### src/rtl/freqout_pkg.sv
// ---------------------------------------------------------------------------
// freqout_pkg
//
// Shared definitions for the frequency output generator:
//   - PERIOD_BITS_DEFAULT : default width of period values and counters
//   - MIN_PERIOD_DEFAULT  : smallest period (in clk cycles) that starts output
//   - state_e             : generator FSM states (idle, high phase, low phase)
// ---------------------------------------------------------------------------
package freqout_pkg;

  localparam int unsigned PERIOD_BITS_DEFAULT = 32;
  localparam int unsigned MIN_PERIOD_DEFAULT  = 2;

  typedef enum logic [1:0] {
    ST_IDLE = 2'd0,
    ST_HIGH = 2'd1,
    ST_LOW  = 2'd2
  } state_e;

endpackage : freqout_pkg

### src/rtl/freqout_phase_split.sv
// ---------------------------------------------------------------------------
// freqout_phase_split
//
// Purely combinational split of one output period P into a high-phase length
// H and a low-phase length L, with H + L = P.
//
// Build option FREQOUT_DUTY_EN:
//   undefined : H = floor(P/2), L = P - H (odd P puts the extra cycle in LOW)
//   defined   : H = clamp(duty, 1, P-1), L = P - H
//
// Ports:
//   period   in  PERIOD_BITS  requested period P (only meaningful for P >= 2)
//   duty     in  PERIOD_BITS  requested high-phase length (FREQOUT_DUTY_EN only)
//   high_len out PERIOD_BITS  H
//   low_len  out PERIOD_BITS  L
//
// For P < 2 the outputs are don't-care: the caller never starts such a period.
// ---------------------------------------------------------------------------
module freqout_phase_split #(
  parameter int unsigned PERIOD_BITS = 32
) (
  input  logic [PERIOD_BITS-1:0] period,
`ifdef FREQOUT_DUTY_EN
  input  logic [PERIOD_BITS-1:0] duty,
`endif
  output logic [PERIOD_BITS-1:0] high_len,
  output logic [PERIOD_BITS-1:0] low_len
);

  localparam logic [PERIOD_BITS-1:0] ONE = {{(PERIOD_BITS-1){1'b0}}, 1'b1};

  always_comb begin
`ifdef FREQOUT_DUTY_EN
    // Clamp so both phases are at least one cycle long.
    if (duty == '0) begin
      high_len = ONE;
    end else if (duty >= period) begin
      high_len = period - ONE;
    end else begin
      high_len = duty;
    end
`else
    high_len = period >> 1;
`endif
    // H <= P always holds, so this subtraction cannot wrap, even for the
    // all-ones period.
    low_len = period - high_len;
  end

endmodule : freqout_phase_split

### src/rtl/freqout_gen.sv
// ---------------------------------------------------------------------------
// freqout_gen
//
// Frequency output generator. Produces a square wave on freq_out whose period
// is given in clk cycles, the same unit the frequency-input measurement block
// reports, so a measured value can be looped straight back in.
//
// A new period/duty is only taken at a period boundary (from idle, or on the
// last low cycle of the running period), so the output never carries runt or
// truncated pulses. Dropping enable lets the current period finish.
//
// Build option: define FREQOUT_DUTY_EN to add the duty input (programmable
// high-phase length). Without it the output runs at 50 % duty, with the extra
// cycle of an odd period placed in the low phase.
//
// Parameters:
//   PERIOD_BITS  width of period, duty, cur_period and internal counters
//   MIN_PERIOD   smallest period that runs (must be >= 2); smaller means stop
//
// Ports:
//   clk          in   system clock
//   rst_n        in   asynchronous active-low reset
//   enable       in   run request
//   period       in   requested period in clk cycles
//   duty         in   requested high-phase length (FREQOUT_DUTY_EN only)
//   freq_out     out  generated waveform (registered)
//   active       out  high while a period is being generated
//   cur_period   out  period being generated, 0 when idle
//   period_done  out  high during the last cycle of each completed period
// ---------------------------------------------------------------------------
module freqout_gen
  import freqout_pkg::*;
#(
  parameter int unsigned PERIOD_BITS = PERIOD_BITS_DEFAULT,
  parameter int unsigned MIN_PERIOD  = MIN_PERIOD_DEFAULT
) (
  input  logic                   clk,
  input  logic                   rst_n,
  input  logic                   enable,
  input  logic [PERIOD_BITS-1:0] period,
`ifdef FREQOUT_DUTY_EN
  input  logic [PERIOD_BITS-1:0] duty,
`endif
  output logic                   freq_out,
  output logic                   active,
  output logic [PERIOD_BITS-1:0] cur_period,
  output logic                   period_done
);

  localparam logic [PERIOD_BITS-1:0] ONE   = {{(PERIOD_BITS-1){1'b0}}, 1'b1};
  localparam logic [PERIOD_BITS-1:0] MIN_P = PERIOD_BITS'(MIN_PERIOD);

  // -------------------------------------------------------------------------
  // Phase split of the requested period (only used at a period boundary)
  // -------------------------------------------------------------------------
  logic [PERIOD_BITS-1:0] req_high_len;
  logic [PERIOD_BITS-1:0] req_low_len;

  freqout_phase_split #(
    .PERIOD_BITS (PERIOD_BITS)
  ) u_phase_split (
    .period   (period),
`ifdef FREQOUT_DUTY_EN
    .duty     (duty),
`endif
    .high_len (req_high_len),
    .low_len  (req_low_len)
  );

  logic req_valid;
  assign req_valid = enable && (period >= MIN_P);

  // -------------------------------------------------------------------------
  // State
  //   cnt_q      cycles left in the current phase, including this one
  //   low_len_q  low-phase length of the running period, kept so the phase
  //              split only ever looks at the live inputs at a boundary
  // -------------------------------------------------------------------------
  state_e                 state_q,       state_d;
  logic [PERIOD_BITS-1:0] cnt_q,         cnt_d;
  logic [PERIOD_BITS-1:0] low_len_q,     low_len_d;
  logic [PERIOD_BITS-1:0] cur_period_q,  cur_period_d;
  logic                   freq_out_q,    freq_out_d;
  logic                   active_q,      active_d;
  logic                   period_done_q, period_done_d;
  logic                   start_period;

  always_comb begin
    // NOTE: every _d gets a default before the case so no path leaves a
    // signal unassigned; an unassigned path in always_comb infers a latch.
    state_d      = state_q;
    cnt_d        = cnt_q;
    low_len_d    = low_len_q;
    cur_period_d = cur_period_q;
    start_period = 1'b0;

    unique case (state_q)
      ST_IDLE: begin
        start_period = req_valid;
      end

      ST_HIGH: begin
        if (cnt_q == ONE) begin
          state_d = ST_LOW;
          cnt_d   = low_len_q;
        end else begin
          cnt_d = cnt_q - ONE;
        end
      end

      ST_LOW: begin
        if (cnt_q == ONE) begin
          // Period boundary: the only place besides idle where the inputs
          // are looked at. A valid request chains on with no gap.
          if (req_valid) begin
            start_period = 1'b1;
          end else begin
            state_d      = ST_IDLE;
            cnt_d        = '0;
            low_len_d    = '0;
            cur_period_d = '0;
          end
        end else begin
          cnt_d = cnt_q - ONE;
        end
      end

      default: begin
        state_d      = ST_IDLE;
        cnt_d        = '0;
        low_len_d    = '0;
        cur_period_d = '0;
      end
    endcase

    if (start_period) begin
      state_d      = ST_HIGH;
      cnt_d        = req_high_len;
      low_len_d    = req_low_len;
      cur_period_d = period;
    end

    // Outputs are decoded from the next state and registered, so they line
    // up with the state they describe and have no combinational path out.
    freq_out_d    = (state_d == ST_HIGH);
    active_d      = (state_d != ST_IDLE);
    period_done_d = (state_d == ST_LOW) && (cnt_d == ONE);
  end

  // NOTE: sequential state uses non-blocking assignments only; all next-state
  // arithmetic lives in the always_comb above with blocking assignments.
  always_ff @(posedge clk or negedge rst_n) begin
    if (!rst_n) begin
      state_q       <= ST_IDLE;
      cnt_q         <= '0;
      low_len_q     <= '0;
      cur_period_q  <= '0;
      freq_out_q    <= 1'b0;
      active_q      <= 1'b0;
      period_done_q <= 1'b0;
    end else begin
      state_q       <= state_d;
      cnt_q         <= cnt_d;
      low_len_q     <= low_len_d;
      cur_period_q  <= cur_period_d;
      freq_out_q    <= freq_out_d;
      active_q      <= active_d;
      period_done_q <= period_done_d;
    end
  end

  assign freq_out    = freq_out_q;
  assign active      = active_q;
  assign cur_period  = cur_period_q;
  assign period_done = period_done_q;

endmodule : freqout_gen

### config.mk
export PLATFORM = sky130hd
export DESIGN_NAME = freqout_gen
export DESIGN_NICKNAME = d
export VERILOG_FILES = /design/src/rtl/freqout_pkg.sv /design/src/rtl/freqout_phase_split.sv /design/src/rtl/freqout_gen.sv
export SDC_FILE = /design/constraint.sdc
export NUM_CORES = 1
export LEC_CHECK = 0
export BUFFER_PORTS_ARGS = -buffer_cell sky130_fd_sc_hd__buf_2
export CAP_MARGIN = 30
export CORE_MARGIN = 2
export CORE_UTILIZATION = 38
export DETAILED_ROUTE_END_ITERATION = 12
export GPL_TIMING_DRIVEN = 0
export SLEW_MARGIN = 30
export SYNTH_ARGS = -nofsm -noshare
export SYNTH_HDL_FRONTEND = slang
export SYNTH_SLANG_ARGS = --single-unit
### constraint.sdc
create_clock -name clk -period 6.9 [get_ports clk]
set_input_delay 0.69 -clock clk [delete_from_list [all_inputs] [get_ports clk]]
set_output_delay 0.69 -clock clk [all_outputs]
set_load 0.01 [all_outputs]
Yosys cells after proc, flatten, opt, wreduce, memory -nomap -nowiden
Index checks and enable logic that the tools add are counted.
{ "classes": {"addsub": 2, "n_mul": 0, "div": 0, "n_lt_le_gt_ge": 1, "eq_ne": 9, "n_shift": 0, "mux": 18, "n_bitwise": 0, "reduce_logical": 6} }
{ "op_table": {"columns": ["cell", "count"], "rows": [
  ["$mux 32", 8],
  ["$pmux 32 s3", 1],
  ["$eq 32x1->1 const B", 2],
  ["$pmux 32 s2", 1],
  ["$ge 32x2->1 const B", 1],
  ["$sub 32x1->32 const B", 1],
  ["$sub 32x31->32", 1],
  ["$mux 2", 4],
  ["$ne 3x3->1 const B", 2],
  ["$pmux 2 s3", 1],
  ["$eq 2x1->1 const B", 2],
  ["$eq 2x2->1 const B", 2],
  ["$reduce_and 3->1", 1],
  ["$logic_and 1x1->1", 2],
  ["$logic_not 2->1", 1],
  ["$mux 1", 2],
  ["$ne 2x1->1 const B", 1],
  ["$pmux 1 s2", 1],
  ["$reduce_bool 2->1", 1],
  ["$reduce_or 2->1", 1]
]} }
{ "totals": {"regBits": 101, "latch_bits": 0, "mem_bits_rw": 0, "rom_bits": 0, "input_bits": 35, "output_inout_bits": 35, "wordCells": 43, "n_memories": 0} }

Longest topological paths before layout
{ "depth": {"depth_word": 8, "depth_mapped": 14, "depth_no_buf": 14} }

Modules after synthesis
From an unflattened synthesis, not the netlist that was laid out.
{ "unflattened": {"cells_unflattened": 907, "area_unflattened_um2": 7855.0} }
{ "modules_own_cells": {"columns": ["mod", "n_inst", "cells_each", "area_each_um2", "seq_area_each_um2"], "rows": [
  ["freqout_gen", 1, 609, 5860.6, 2527.4],
  ["freqout_phase_split", 1, 298, 1994.4, 0.0]
]} }

Worst setup path after synthesis
OpenSTA, ideal clock, no wires.
{ "synth_timing": {"path_type": "register to register", "from": "register cnt_q[15]", "to": "register period_done_q (netlist: period_done)", "setup_time_ps": 68, "arrival_time_ps": 3565, "t_required_ps": 6832, "slack_ps": 3267, "path_stages_with_launch": 13, "n_path_buf": 2, "period_less_slack_ps": 3633, "cell_sequence": "dfrtp_1 > or4_1 > clkbuf_1 > or3_4 > buf_2 > nor4_1 > mux2i_1 > o32ai_1 > a31o_1 > or4b_1 > nor4_1 > nand4_1 > and4b_1"} }
{ "synth_via": {"elab_chain_cells": 6, "elab_cells_between_ends": 16, "classes_between": "add/sub: 1; eq/ne: 3; mux: 11; reduce/logical: 1"} }
{ "synth_rtl": {"columns": ["item", "line", "rtl"], "rows": [
  ["start: declaration", "freqout_gen.sv:80", "logic [PERIOD_BITS-1:0] cnt_q, cnt_d;"],
  ["start signal: assignment", "freqout_gen.sv:163", "cnt_q <= cnt_d;"],
  ["$sub 32x1->32 or $eq 32x1->1 (tied branches)", null, null],
  ["$mux 32 (tied with other cells)", "freqout_gen.sv:112", "if (cnt_q == ONE) begin"],
  ["$pmux 32 s3 or $pmux 1 s2 (tied branches)", "freqout_gen.sv:97", "unique case (state_q)"],
  ["$mux 32 *", "freqout_gen.sv:136", "if (start_period) begin"],
  ["via cnt_d[30]", "freqout_gen.sv:80", null],
  ["$eq 32x1->1 *", "freqout_gen.sv:147", "period_done_d = (state_d == ST_LOW) && (cnt_d == ONE);"],
  ["$logic_and 1x1->1 *", "freqout_gen.sv:147", null],
  ["via period_done_d", "freqout_gen.sv:85", "logic period_done_q, period_done_d;"],
  ["end signal: assignment", "freqout_gen.sv:168", "period_done_q <= period_done_d;"],
  ["end: declaration", "freqout_gen.sv:85", null]
]} }
Mark *: on every way through the listed nets, which the timed path passes. The rest lies on a longest branch.
A chain may end at the register's enable or synchronous reset.

Worst setup path in the final report
{ "layout_timing": {"from": "input period[22]", "to": "register period_done_q (netlist: period_done)"} }
{ "layout_via": {"elab_chain_cells": 8, "elab_cells_between_ends": 16, "classes_between": "order compare: 1; eq/ne: 2; mux: 11; reduce/logical: 2"} }
{ "layout_rtl": {"columns": ["item", "line", "rtl"], "rows": [
  ["start: declaration", "freqout_gen.sv:40", "input logic [PERIOD_BITS-1:0] period,"],
  ["$ge 32x2->1 *", "freqout_gen.sv:71", "assign req_valid = enable && (period >= MIN_P);"],
  ["$logic_and 1x1->1 *", "freqout_gen.sv:71", null],
  ["$mux 32 or $mux 1 (tied branches)", "freqout_gen.sv:115", "if (req_valid) begin"],
  ["$mux 32 or $mux 1 (tied branches)", "freqout_gen.sv:112", null],
  ["$pmux 32 s3 or $pmux 1 s2 (tied branches)", "freqout_gen.sv:97", null],
  ["$mux 32 *", "freqout_gen.sv:136", null],
  ["via cnt_d[22]", "freqout_gen.sv:80", null],
  ["$eq 32x1->1 *", "freqout_gen.sv:147", null],
  ["$logic_and 1x1->1 *", "freqout_gen.sv:147", null],
  ["via period_done_d", "freqout_gen.sv:85", null]
]} }
Marks and branches as above.

==> results_dict.tcl <==
set metrics [dict create \
    finalHoldViolCount 0 \
    cpLargestDelayFamily "compound AO/OA/AOI/OAI gates" \
    ys_ff_latch 101 \
    antenna-diode-count 0 \
    ys_warn_count 0 \
    max_slew_margin_pct 28.9 \
    initial_core_util_pct 38.7 \
    finClkSkew_ns 0.00892 \
    syn_inst 958 \
    crit_required_ns 7.18 \
    finalCritPeriodShare_pct 75.0 \
    async_flop_share_pct 100 \
    crit_chain "buf_2 -> inv_1 -> ha_1 -> nand3_1 -> a211oi_1 -> o221ai_1 -> o21ai_0 -> o21ai_1 -> clkbuf_1 -> o211ai_1 -> a2111o_1 -> nor4_1 -> nand4_1 -> and4b_1" \
    wl_per_cell_um 20.2 \
    hold_class "in -> async" \
    drc_errors 0 \
    gp_congestion 0.935 \
    critPathLaunch "period[22]" \
    slew_violations 0 \
    antenna_found_initial 0 \
    synthFlopType "dfrtp_1" \
    synthesis.nets 1049 \
    drt-pass1-iter-count 5 \
    wirelength_mm 26.5 \
    r2r_start "cnt_q[9]" \
    worstPathMaxFanout 10 \
    final_nets 1130 \
    synth_edf_count 0 \
    grt_pass1_vias 7250 \
    synth_area_per_cell_um2 8.17 \
    syn_to_final_growth_pct 12.6 \
    root_buffer "clkbuf_16" \
    worstMarginPinSlew_ns 1.06 \
    r2r-end "period_done" \
    critPathMaxStageDelay_ns 0.68 \
    cap_violations 0 \
    clock_sinks 101 \
    synth_area_um2 7830 \
    row_count 52 \
    vias 7633 \
    grt_max_degree 69 \
    path_class "in -> reg" \
    arrival_ns 5.45 \
    fmax_mhz 193 \
    p_leak_nw 3.97 \
    p_per_area_nw_per_um2 222 \
    cts_tree "yes" \
    hold_ws_ns 0.193 \
    crit_path_end_kind "flip-flop" \
    fin_crit_ns 5.18 \
    setup_tns_ns 0 \
    path_depth 14 \
    antenna_left 0 \
    synth_seq_area_share_pct 32.3 \
    cts_resized 0 \
    path_clk_slew_ns 0.07 \
    die_area_um2 21800 \
    post-dp-hpwl_mm 20.2 \
    worstSkewPairLatency_ns 0.36 \
    cts_buffers 9 \
    htree_num_levels 3 \
    layout_common_cells "123 x nand2_1, 101 x dfrtp_1, 90 x o21ai_0" \
    fp.dieH_um 148 \
    gr-total-overflow 0 \
    drive_gt1_share_pct 11.5 \
    num-fill-cells 2098 \
    vias_per_cell 5.82 \
    drt-initial-drc-count 687 \
    rr_worst_depth 12 \
    grt_pass1_wl_mm 41.7 \
    layout_commonest_cell "nand2_1" \
    outcome "completed" \
    core_um2 20200 \
    reg2reg_slack_ns 1.97 \
    grtUsageTotal_pct 24.8 \
    cp-start-kind "input pin" \
    finalSetupViolCount 0 \
    ir_drop_uv 112 \
    cts_hold_buffers 0 \
    finish.utilization_pct 43.6 \
    io_buffers 69 \
    clk_path_buf_depth 2 \
    fp.dieW_um 148 \
    ys_types 81 \
    slowest_stage "o21ai_1" \
    path_buf_inv 3 \
    postCtsSetupRepairBufs 0 \
    crit_path_end "period_done" \
    ios 70 \
    rsz0062_at_grt "false" \
]
[registers in the layout (all words and copies together), names as in the netlist]
signal	count
state_q	2
period_done	1
freq_out	1
active	1
cnt_q	32
low_len_q	32
cur_period	32
[worst min path at each step]
| stage | to | slack (ns) | cells past startpoint |
|---|---|---|---|
| global placement | cur_period[7] | 0.45 | 1 |
| floorplan | active | 0.39 | 0 |
| global route | freq_out | 0.21 | 1 |
| finish | freq_out | 0.19 | 1 |
| detailed placement | cur_period[1] | 0.46 | 2 |
| CTS | freq_out | 0.21 | 1 |
[cells by family (layout without fill, tap and decap cells)]
| group | count (synthesis) | count (layout) | share of synthesized area (%) |
|---|---|---|---|
| XOR/XNOR | 29 | 29 | 3.24 |
| AND/OR/NAND/NOR | 341 | 341 | 22.6 |
| AO/OA/AOI/OAI | 307 | 307 | 25.5 |
| adder cells (fa/ha/maj) | 56 | 56 | 9.05 |
| multiplexers | 12 | 12 | 1.57 |
| flip-flops | 101 | 101 | 32.3 |
| buffers and inverters | 112 | 196 | 5.67 |
[per-layer routing]
metal / GRT usage [%] / vias up / wire length (µm) / part of all wire, %
li1: - / 3631 / - / -
met5: 0 / - / 0 / 0
met3: 3.06 / 50 / 1450 / 5.5
met2: 37.9 / 280 / 11700 / 44
met1: 36.0 / 3672 / 12600 / 48
met4: 9.13 / 0 / 797 / 3.0
[cells in the mapped netlist (all sizes together), types with 17 or more instances]
cell type | n | area (µm²)
nor3 | 24 | 120
nand2 | 123 | 462
clkbuf | 38 | 143
dfrtp | 101 | 2530
nor4 | 17 | 128
o21ai | 91 | 455
inv | 61 | 229
nor2 | 48 | 188
ha | 55 | 688
a21oi | 77 | 385
xnor2 | 20 | 175
nand3 | 22 | 110
a211oi | 19 | 143
[layout make-up]
type                    instances  area [µm²]  area share, %
clock inverters                 4        27.5          0.312
repair buffers                 70         383           4.34
clock buffers                  10         229           2.60
well taps                     270         338           3.83
flip-flops and latches        101        2530           28.7
plain buffers                  51         215           2.44
multi-input cells             745        4870           55.2
inverters                      61         229           2.60
[power by group]
group          total [mW]  internal, mW  switching [mW]  leakage [nW]
registers           0.858         0.725           0.134          1.22
logic               0.614         0.260           0.353          2.63
clock network       0.481         0.241           0.241         0.116
total                1.95          1.23           0.728          3.97
[stage by stage]
step	worst slack [ns]	cells	power [mW]	area [µm²]
global placement	1.53	1297	1.45	8510
detailed placement	1.60	1298	1.47	8560
CTS	1.95	1312	1.95	8810
finish	1.72	1312	1.95	8820
global route	1.58	1312	2.08	8820
floorplan	3.27	958	1.25	7830
Note: power is estimated with default switching activity, not from simulation.
